## src/rtl/uart_receiver.sv

```systemverilog
// UART receiver: 8N1 frames (8E1 when UART_RX_PARITY_EN is defined), 16x oversampled, into an 8-entry show-ahead FIFO.
// Latency: byte on o_data and error pulses appear one cycle after the stop-bit mid-sample edge.
// Backpressure: none toward the line; a good frame arriving while the FIFO is full (and not being read) is dropped and flagged on o_overrun.
module uart_receiver (
    input  logic       i_clk,
    input  logic       i_rst,
    input  logic       i_baud16,
    input  logic       i_rx,
    input  logic       i_read,
    output logic [7:0] o_data,
    output logic       o_empty,
    output logic       o_full,
    output logic       o_overrun,
    output logic       o_frame_err,
    output logic       o_parity_err
);

    localparam logic [2:0] S_IDLE   = 3'd0;
    localparam logic [2:0] S_START  = 3'd1;
    localparam logic [2:0] S_DATA   = 3'd2;
    localparam logic [2:0] S_STOP   = 3'd4;
    localparam logic [2:0] S_BREAK  = 3'd5;
`ifdef UART_RX_PARITY_EN
    localparam logic [2:0] S_PARITY = 3'd3;
    localparam logic [2:0] S_AFTER_DATA = S_PARITY;
`else
    localparam logic [2:0] S_AFTER_DATA = S_STOP;
`endif

    logic       rx_m;
    logic       rx_s;
    logic [2:0] state;
    logic [3:0] tc;
    logic [2:0] bit_idx;
    logic [7:0] shreg;
    logic       par_err;
    logic       stop_smp;
    logic       push;

    logic [7:0] mem [0:7];
    logic [2:0] wr_ptr;
    logic [2:0] rd_ptr;
    logic [3:0] count;
    logic       rd_en;
    logic       wr_en;

    always_ff @(posedge i_clk) begin
        if (!i_rst) begin
            rx_m <= 1'b1;
            rx_s <= 1'b1;
        end else begin
            rx_m <= i_rx;
            rx_s <= rx_m;
        end
    end

    assign stop_smp = (state == S_STOP) && i_baud16 && (tc == 4'd15);
    assign push     = stop_smp && rx_s && !par_err;

    always_ff @(posedge i_clk) begin
        if (!i_rst) begin
            state       <= S_IDLE;
            tc          <= 4'd0;
            bit_idx     <= 3'd0;
            shreg       <= 8'd0;
            o_frame_err <= 1'b0;
        end else begin
            o_frame_err <= 1'b0;
            case (state)
                S_IDLE: begin
                    tc      <= 4'd0;
                    bit_idx <= 3'd0;
                    if (!rx_s) state <= S_START;
                end
                S_START: if (i_baud16) begin
                    // Mid-bit of the start bit: a high line here was only a glitch.
                    if (tc == 4'd7) begin
                        tc    <= 4'd0;
                        state <= rx_s ? S_IDLE : S_DATA;
                    end else begin
                        tc <= tc + 4'd1;
                    end
                end
                S_DATA: if (i_baud16) begin
                    tc <= tc + 4'd1;
                    if (tc == 4'd15) begin
                        shreg   <= {rx_s, shreg[7:1]};
                        bit_idx <= bit_idx + 3'd1;
                        if (bit_idx == 3'd7) state <= S_AFTER_DATA;
                    end
                end
`ifdef UART_RX_PARITY_EN
                S_PARITY: if (i_baud16) begin
                    tc <= tc + 4'd1;
                    if (tc == 4'd15) state <= S_STOP;
                end
`endif
                S_STOP: if (i_baud16) begin
                    tc <= tc + 4'd1;
                    if (tc == 4'd15) begin
                        if (rx_s) begin
                            state <= S_IDLE;
                        end else begin
                            o_frame_err <= 1'b1;
                            state       <= S_BREAK;
                        end
                    end
                end
                // Hold off until the line returns high so a long break is not read as new frames.
                S_BREAK: if (rx_s) state <= S_IDLE;
                default: state <= S_IDLE;
            endcase
        end
    end

`ifdef UART_RX_PARITY_EN
    always_ff @(posedge i_clk) begin
        if (!i_rst) begin
            par_err      <= 1'b0;
            o_parity_err <= 1'b0;
        end else begin
            if ((state == S_PARITY) && i_baud16 && (tc == 4'd15))
                par_err <= rx_s ^ (^shreg);
            o_parity_err <= stop_smp && rx_s && par_err;
        end
    end
`else
    assign par_err      = 1'b0;
    assign o_parity_err = 1'b0;
`endif

    // A read on an empty FIFO is ignored; a push into a full FIFO only lands if a read frees the slot.
    assign rd_en = i_read && (count != 4'd0);
    assign wr_en = push && ((count != 4'd8) || rd_en);

    always_ff @(posedge i_clk) begin
        if (wr_en) mem[wr_ptr] <= shreg;
    end

    always_ff @(posedge i_clk) begin
        if (!i_rst) begin
            wr_ptr    <= 3'd0;
            rd_ptr    <= 3'd0;
            count     <= 4'd0;
            o_overrun <= 1'b0;
        end else begin
            o_overrun <= push && (count == 4'd8) && !rd_en;
            if (wr_en) wr_ptr <= wr_ptr + 3'd1;
            if (rd_en) rd_ptr <= rd_ptr + 3'd1;
            case ({wr_en, rd_en})
                2'b10:   count <= count + 4'd1;
                2'b01:   count <= count - 4'd1;
                default: count <= count;
            endcase
        end
    end

    assign o_data  = mem[rd_ptr];
    assign o_empty = (count == 4'd0);
    assign o_full  = (count == 4'd8);

endmodule

```

## config.mk

```make
export PLATFORM = sky130hd
export DESIGN_NAME = uart_receiver
export DESIGN_NICKNAME = d
export VERILOG_FILES = /design/src/rtl/uart_receiver.sv
export SDC_FILE = /design/constraint.sdc
export NUM_CORES = 1
export LEC_CHECK = 0
export ABC_AREA = 1
export BUFFER_PORTS_ARGS = -buffer_cell sky130_fd_sc_hd__buf_2
export CAP_MARGIN = 20
export CORE_ASPECT_RATIO = 1.2
export CORE_UTILIZATION = 35
export CTS_CLUSTER_SIZE = 10
export DETAILED_ROUTE_END_ITERATION = 6
export SLEW_MARGIN = 20
export SYNTH_ARGS = -nofsm -noshare
export SYNTH_HDL_FRONTEND = slang
export SYNTH_SLANG_ARGS = --single-unit
```

## constraint.sdc

```tcl
create_clock -name i_clk -period 2.45 [get_ports i_clk]
set_input_delay 0.245 -clock i_clk [delete_from_list [all_inputs] [get_ports i_clk]]
set_output_delay 0.245 -clock i_clk [all_outputs]
set_load 0.01 [all_outputs]
```

* Word level (Yosys, flattened, before mapping)
Memory sizes are Yosys's and may differ from the RTL's. A register that Yosys moved wholly into a read port is not among the register bits. Index checks and enable logic that the tools add are counted.
Word-level totals: register bits 32, RAM bits 64, bits of input ports 5, logic and storage cells 85, memories kept 1
Memories:
- mem | words 8, width 8, read ports 1, clocked after Yosys merged registers in 1, write ports 1, RTL line 40 | logic [7:0] mem [0:7];
Operators by class: $add $sub $neg 6, equality and inequality tests 21, multiplexer cells 25, reductions and logical operators 21
Operator list (number):
- 3-bit 2-to-1 mux | 14
- 2-bit != test, second input constant | 8
- 3-bit case mux with 5 select lines | 1
- 4-bit 2-to-1 mux | 3
- 4-bit case mux with 3 select lines | 1
- 3-bit by 1-bit adder with 3-bit output, second input constant | 3
- 3-bit == test, second input constant | 3
- 3-bit AND reduction | 3
- 9-bit AND reduction | 1
- 4-bit by 1-bit adder with 4-bit output, second input constant | 2
- 4-bit == test, second input constant | 2
- 4-bit case mux with 2 select lines | 1
- 1-bit logical AND | 7
- 3-bit case mux with 2 select lines | 1
- 4-bit by 3-bit == test with 1-bit output, second input constant | 1
- 4-bit zero test | 1
- 2-bit by 1-bit != test with 1-bit output, second input constant | 2
- 4-bit != test, second input constant | 1
- 4-bit AND reduction | 1
- 2-bit nonzero test | 2
- 4-bit nonzero test | 1
- 4-bit by 1-bit subtractor with 4-bit output, second input constant | 1
- 3-bit by 1-bit == test with 1-bit output, second input constant | 1
- 3-bit by 2-bit == test with 1-bit output, second input constant | 1
- 9 further kinds | 11

* Logic depth before layout (Yosys ltp)
depth in word-level cells 7, mapped depth 13, depth with buffers taken out 13

* Worst setup path after synthesis
No wires, ideal clock.
path kind reg2reg, start register tc[0], end memory mem[0][0] (enable), library setup time 383 ps, arrival time 1772 ps, data required time 2067 ps, path slack 295 ps, stages on the path, launching flop included 7, buffers on the path 0, clock period less this slack 2155 ps, cells stage by stage dfxtp_1 ha_1 nand4_4 nor2_4 nand2_2 or2_4 nor3_1
On the way: cells in the longest elaborated chain, start to end 6
Ends and longest elaborated chain:
- start, declared | RTL line 33 | logic [3:0] tc;
- start signal, assigned | RTL line 81 | tc <= tc + 4'd1;
- start signal, assigned | RTL line 85 | tc <= tc + 4'd1;
- start signal, assigned | RTL line 99 | tc <= tc + 4'd1;
- 4-bit == test | RTL line 57 | assign stop_smp = (state == S_STOP) && i_baud16 && (tc == 4'd15);
- 1-bit logical AND | RTL line 57
- 1-bit logical AND | RTL line 58 | assign push = stop_smp && rx_s && !par_err;
- 1-bit logical AND | RTL line 134 | assign wr_en = push && ((count != 4'd8) || rd_en);
- 1-bit 2-to-1 mux | RTL line 137 | if (wr_en) mem[wr_ptr] <= shreg;
- 1-bit 2-to-1 mux (not written as such) | RTL line 137
- end, declared | RTL line 40
Every way passes these cells.

* Worst setup path in the final report
start register tc[0], end register count[3]
On the way: cells in the longest elaborated chain, start to end 6
Ends and longest elaborated chain:
- 4-bit == test * | RTL line 57
- 1-bit logical AND * | RTL line 57
- 1-bit logical AND * | RTL line 58
- 1-bit logical AND * | RTL line 134
- 2-bit by 1-bit == test with 1-bit output / 2-bit == test (equally long branches) | RTL line 150 | case ({wr_en, rd_en})
- 4-bit case mux with 2 select lines / 2-bit nonzero test (equally long branches)
- end signal, assigned | RTL line 151 | 2'b10: count <= count + 4'd1;
- end signal, assigned | RTL line 152 | 2'b01: count <= count - 4'd1;
- end signal, assigned | RTL line 153 | default: count <= count;
- end, declared | RTL line 43 | logic [3:0] count;
Mark *: on every way between the ends. The rest lies on a longest branch, timed or not. A chain may end at the register's enable or synchronous reset.

==> out/metrics.cfg <==
[outcome]
status = completed

[floorplan]
rows = 43
initial_utilization = 0.3635
core_sq_um = 11730
dieArea_sq_um = 12630
dieHeight_microns = 122.9
die_w_microns = 102.7
num_io_pins = 18

[clocking]
path_clk_slew_ns = 0.07
cts_resized = 0
holdBufCountCts = 0
cts_buffers = 9
cts_tree = done
cts_htree_levels = 3
clock_latency_ns = 0.34
cts.sinks = 99
root_buffer = clkbuf_16
postCtsSetupBuffers = 0
clock_path_buffers = 2

[global_routing]
antenna_found_initial = 0
first_global_vias = 2891
grtUsageTotal = 0.1456
grt_use_met1 = 0.1766
grt_max_degree = 33
use_met2 = 0.2567
busiest_layer = met2
grt_use_met3 = 0.02261
grt.overflow.total = 0
grt_pass1_wl_microns = 13970

[critical_path]
cp.required_ns = 2.69
cp-start-kind = register
arrival_ns = 2.35
path_buf_inv = 1
crit_fanout = 4
crit_chain = ha_1 -> nand3_1 -> nor2_1 -> nand3_1 -> nand2_2 -> inv_1 -> ha_1 -> a21o_1 -> a21oi_1 -> nand2_1 -> a21oi_1 -> nor2_1
crit_type = reg2reg
cp_top_family = simple AND/OR/NAND/NOR gates
critical-path-max-stage-delay_ns = 0.36
slowest_stage = dfxtp_1
worst_setup_path_end_kind = register

[sta]
rsz0062_at_grt = no
final_max_slew_viol_count = 0
clock_skew_ns = 0.007264
finalSetupTns_ns = 0
setup_viol = 0
hold_viol_final = 0
worst_slack_ns = 0.3331
fin_crit_ns = 2.117
fmax_ghz = 0.4724
finalCritPeriodShare = 0.8640

[layout]
fillCellCount = 1172
area_growth_pct = 13.35
nets = 461
n_antenna_cell = 0
stdcell_count = 609
drive_gt1_frac = 0.1637

[place]
dpl_worst_slack_ns = 0.3657
dp.cells = 594
place_congestion = 0.7851
dpl.hpwl_microns = 5787
port_buffers = 16

[power_and_ir_drop]
p_total_mw = 3.944
max-vdd-ir-drop_v = 0.0006103
power_density_nw_per_um2 = 816.2
p_leak_nw = 1.977

[synthesis]
synth.top_cell.area_share = 0.4508
ys_ff_latch = 99
yosys.cell_count.top_type = nor2_1
yosysTopAreaCell = edfxtp_1
synth_common_cells = nor2_1, edfxtp_1, nand2_1
syn_nets = 436
synth_edf_count = 64
async_reset_ff_frac = 0
synth.distinct_cells = 36
synth_area_sq_um = 4263
synth-main-ff-cell = edfxtp_1
yosysWarnings = 0
seq_area_frac_synth = 0.6152
synthCells = 423
syn_area_per_cell_sq_um = 10.08
synth.area.top_cells = edfxtp_1, dfxtp_1, nor2_1

[drt]
ant_nets = 0
wire_per_inst_microns = 13.79
vias = 2949
routed_via_density = 4.842
drt-initial-drc-count = 130
drt_pass1_iterations = 4
drc = 0
wl_microns = 8401

[flow_run]
maxCapViolCount = 0

[hold_path]
hold_path_class = in2reg

[per-layer routing]
| layer | wire length [microns] | vias up |
|---|---|---|
| met1 | 3817 | 1377 |
| met2 | 4149 | 60 |
| met4 | 143 | 0 |
| li1 | - | 1502 |
| met3 | 291 | 10 |
| met5 | 0 | - |
[area by class of cell]
type / count / area, sq um / area share
inverters: 34 / 131.4 / 0.02719
clock buffers: 10 / 229.0 / 0.04738
well taps: 157 / 196.4 / 0.04065
clock inverters: 5 / 38.79 / 0.008027
multi-input cells: 274 / 1429 / 0.2957
repair buffers: 30 / 185.2 / 0.03832
flip-flops and latches: 99 / 2623 / 0.5427
[where the power goes]
part	switching, mW	internal (mW)
logic	0.526	0.280
clock network	0.600	0.689
registers	0.0468	1.80
[state kept, by name, summed over array words and instances, names as in the netlist, named ones only]
| signal | cells |
|---|---|
| rx_s | 1 |
| state | 3 |
| wr_ptr | 3 |
| shreg | 8 |
| o_frame_err | 1 |
| bit_idx | 3 |
| tc | 4 |
| o_overrun | 1 |
| mem | 64 |
| count | 4 |
| rx_m | 1 |
| rd_ptr | 3 |
[cells in the final DEF, fill, tap and decap left out, drive strengths merged]
cell type and count:
buf 30, a21oi 11, o32ai 16, xnor2 1, a21o 2, clkinv 2, nand3 18, nand4 4
or2 4, o211ai 2, and3 2, fa 1, clkinvlp 2, nor3 11, ha 7, clkbuf 10
o21ai 40, edfxtp 64, conb 1, nand2 65, inv 35, dfxtp 35, nor2 89
[through the flow]
stage                     hold slack (ns)  area, sq um    util
after CTS                         0.09307         4832  0.4120
after global placement             0.3991         4564  0.3892
final                             0.09236         4832  0.4120
after global routing              0.09648         4832  0.4120
after floorplan                    0.3516         4263       -
after detailed placement           0.4030         4564  0.3892
[kinds of logic (layout without fill, tap and decap cells)]
family	count (synthesis)	in the layout	share of synthesized area
other	1	1	0.0008797
flip-flops	99	99	0.6152
AO/OA/AOI/OAI	71	71	0.1033
adder cells (fa/ha/maj)	8	8	0.02524
AND/OR/NAND/NOR	193	193	0.2037
buffers and inverters	50	79	0.04961
XOR/XNOR	1	1	0.002055
[final timing paths]
check,startpoint,to,slack (ns),depth (start not counted)
worst max-delay path,tc[0],count[3],0.33,12
worst min-delay path,i_rx,rx_m,0.09,2
worst max register to register,tc[0],count[3],0.33,12
worst min register to register,rx_m,rx_s,0.42,1
Note: power is estimated with default switching activity, not from simulation.
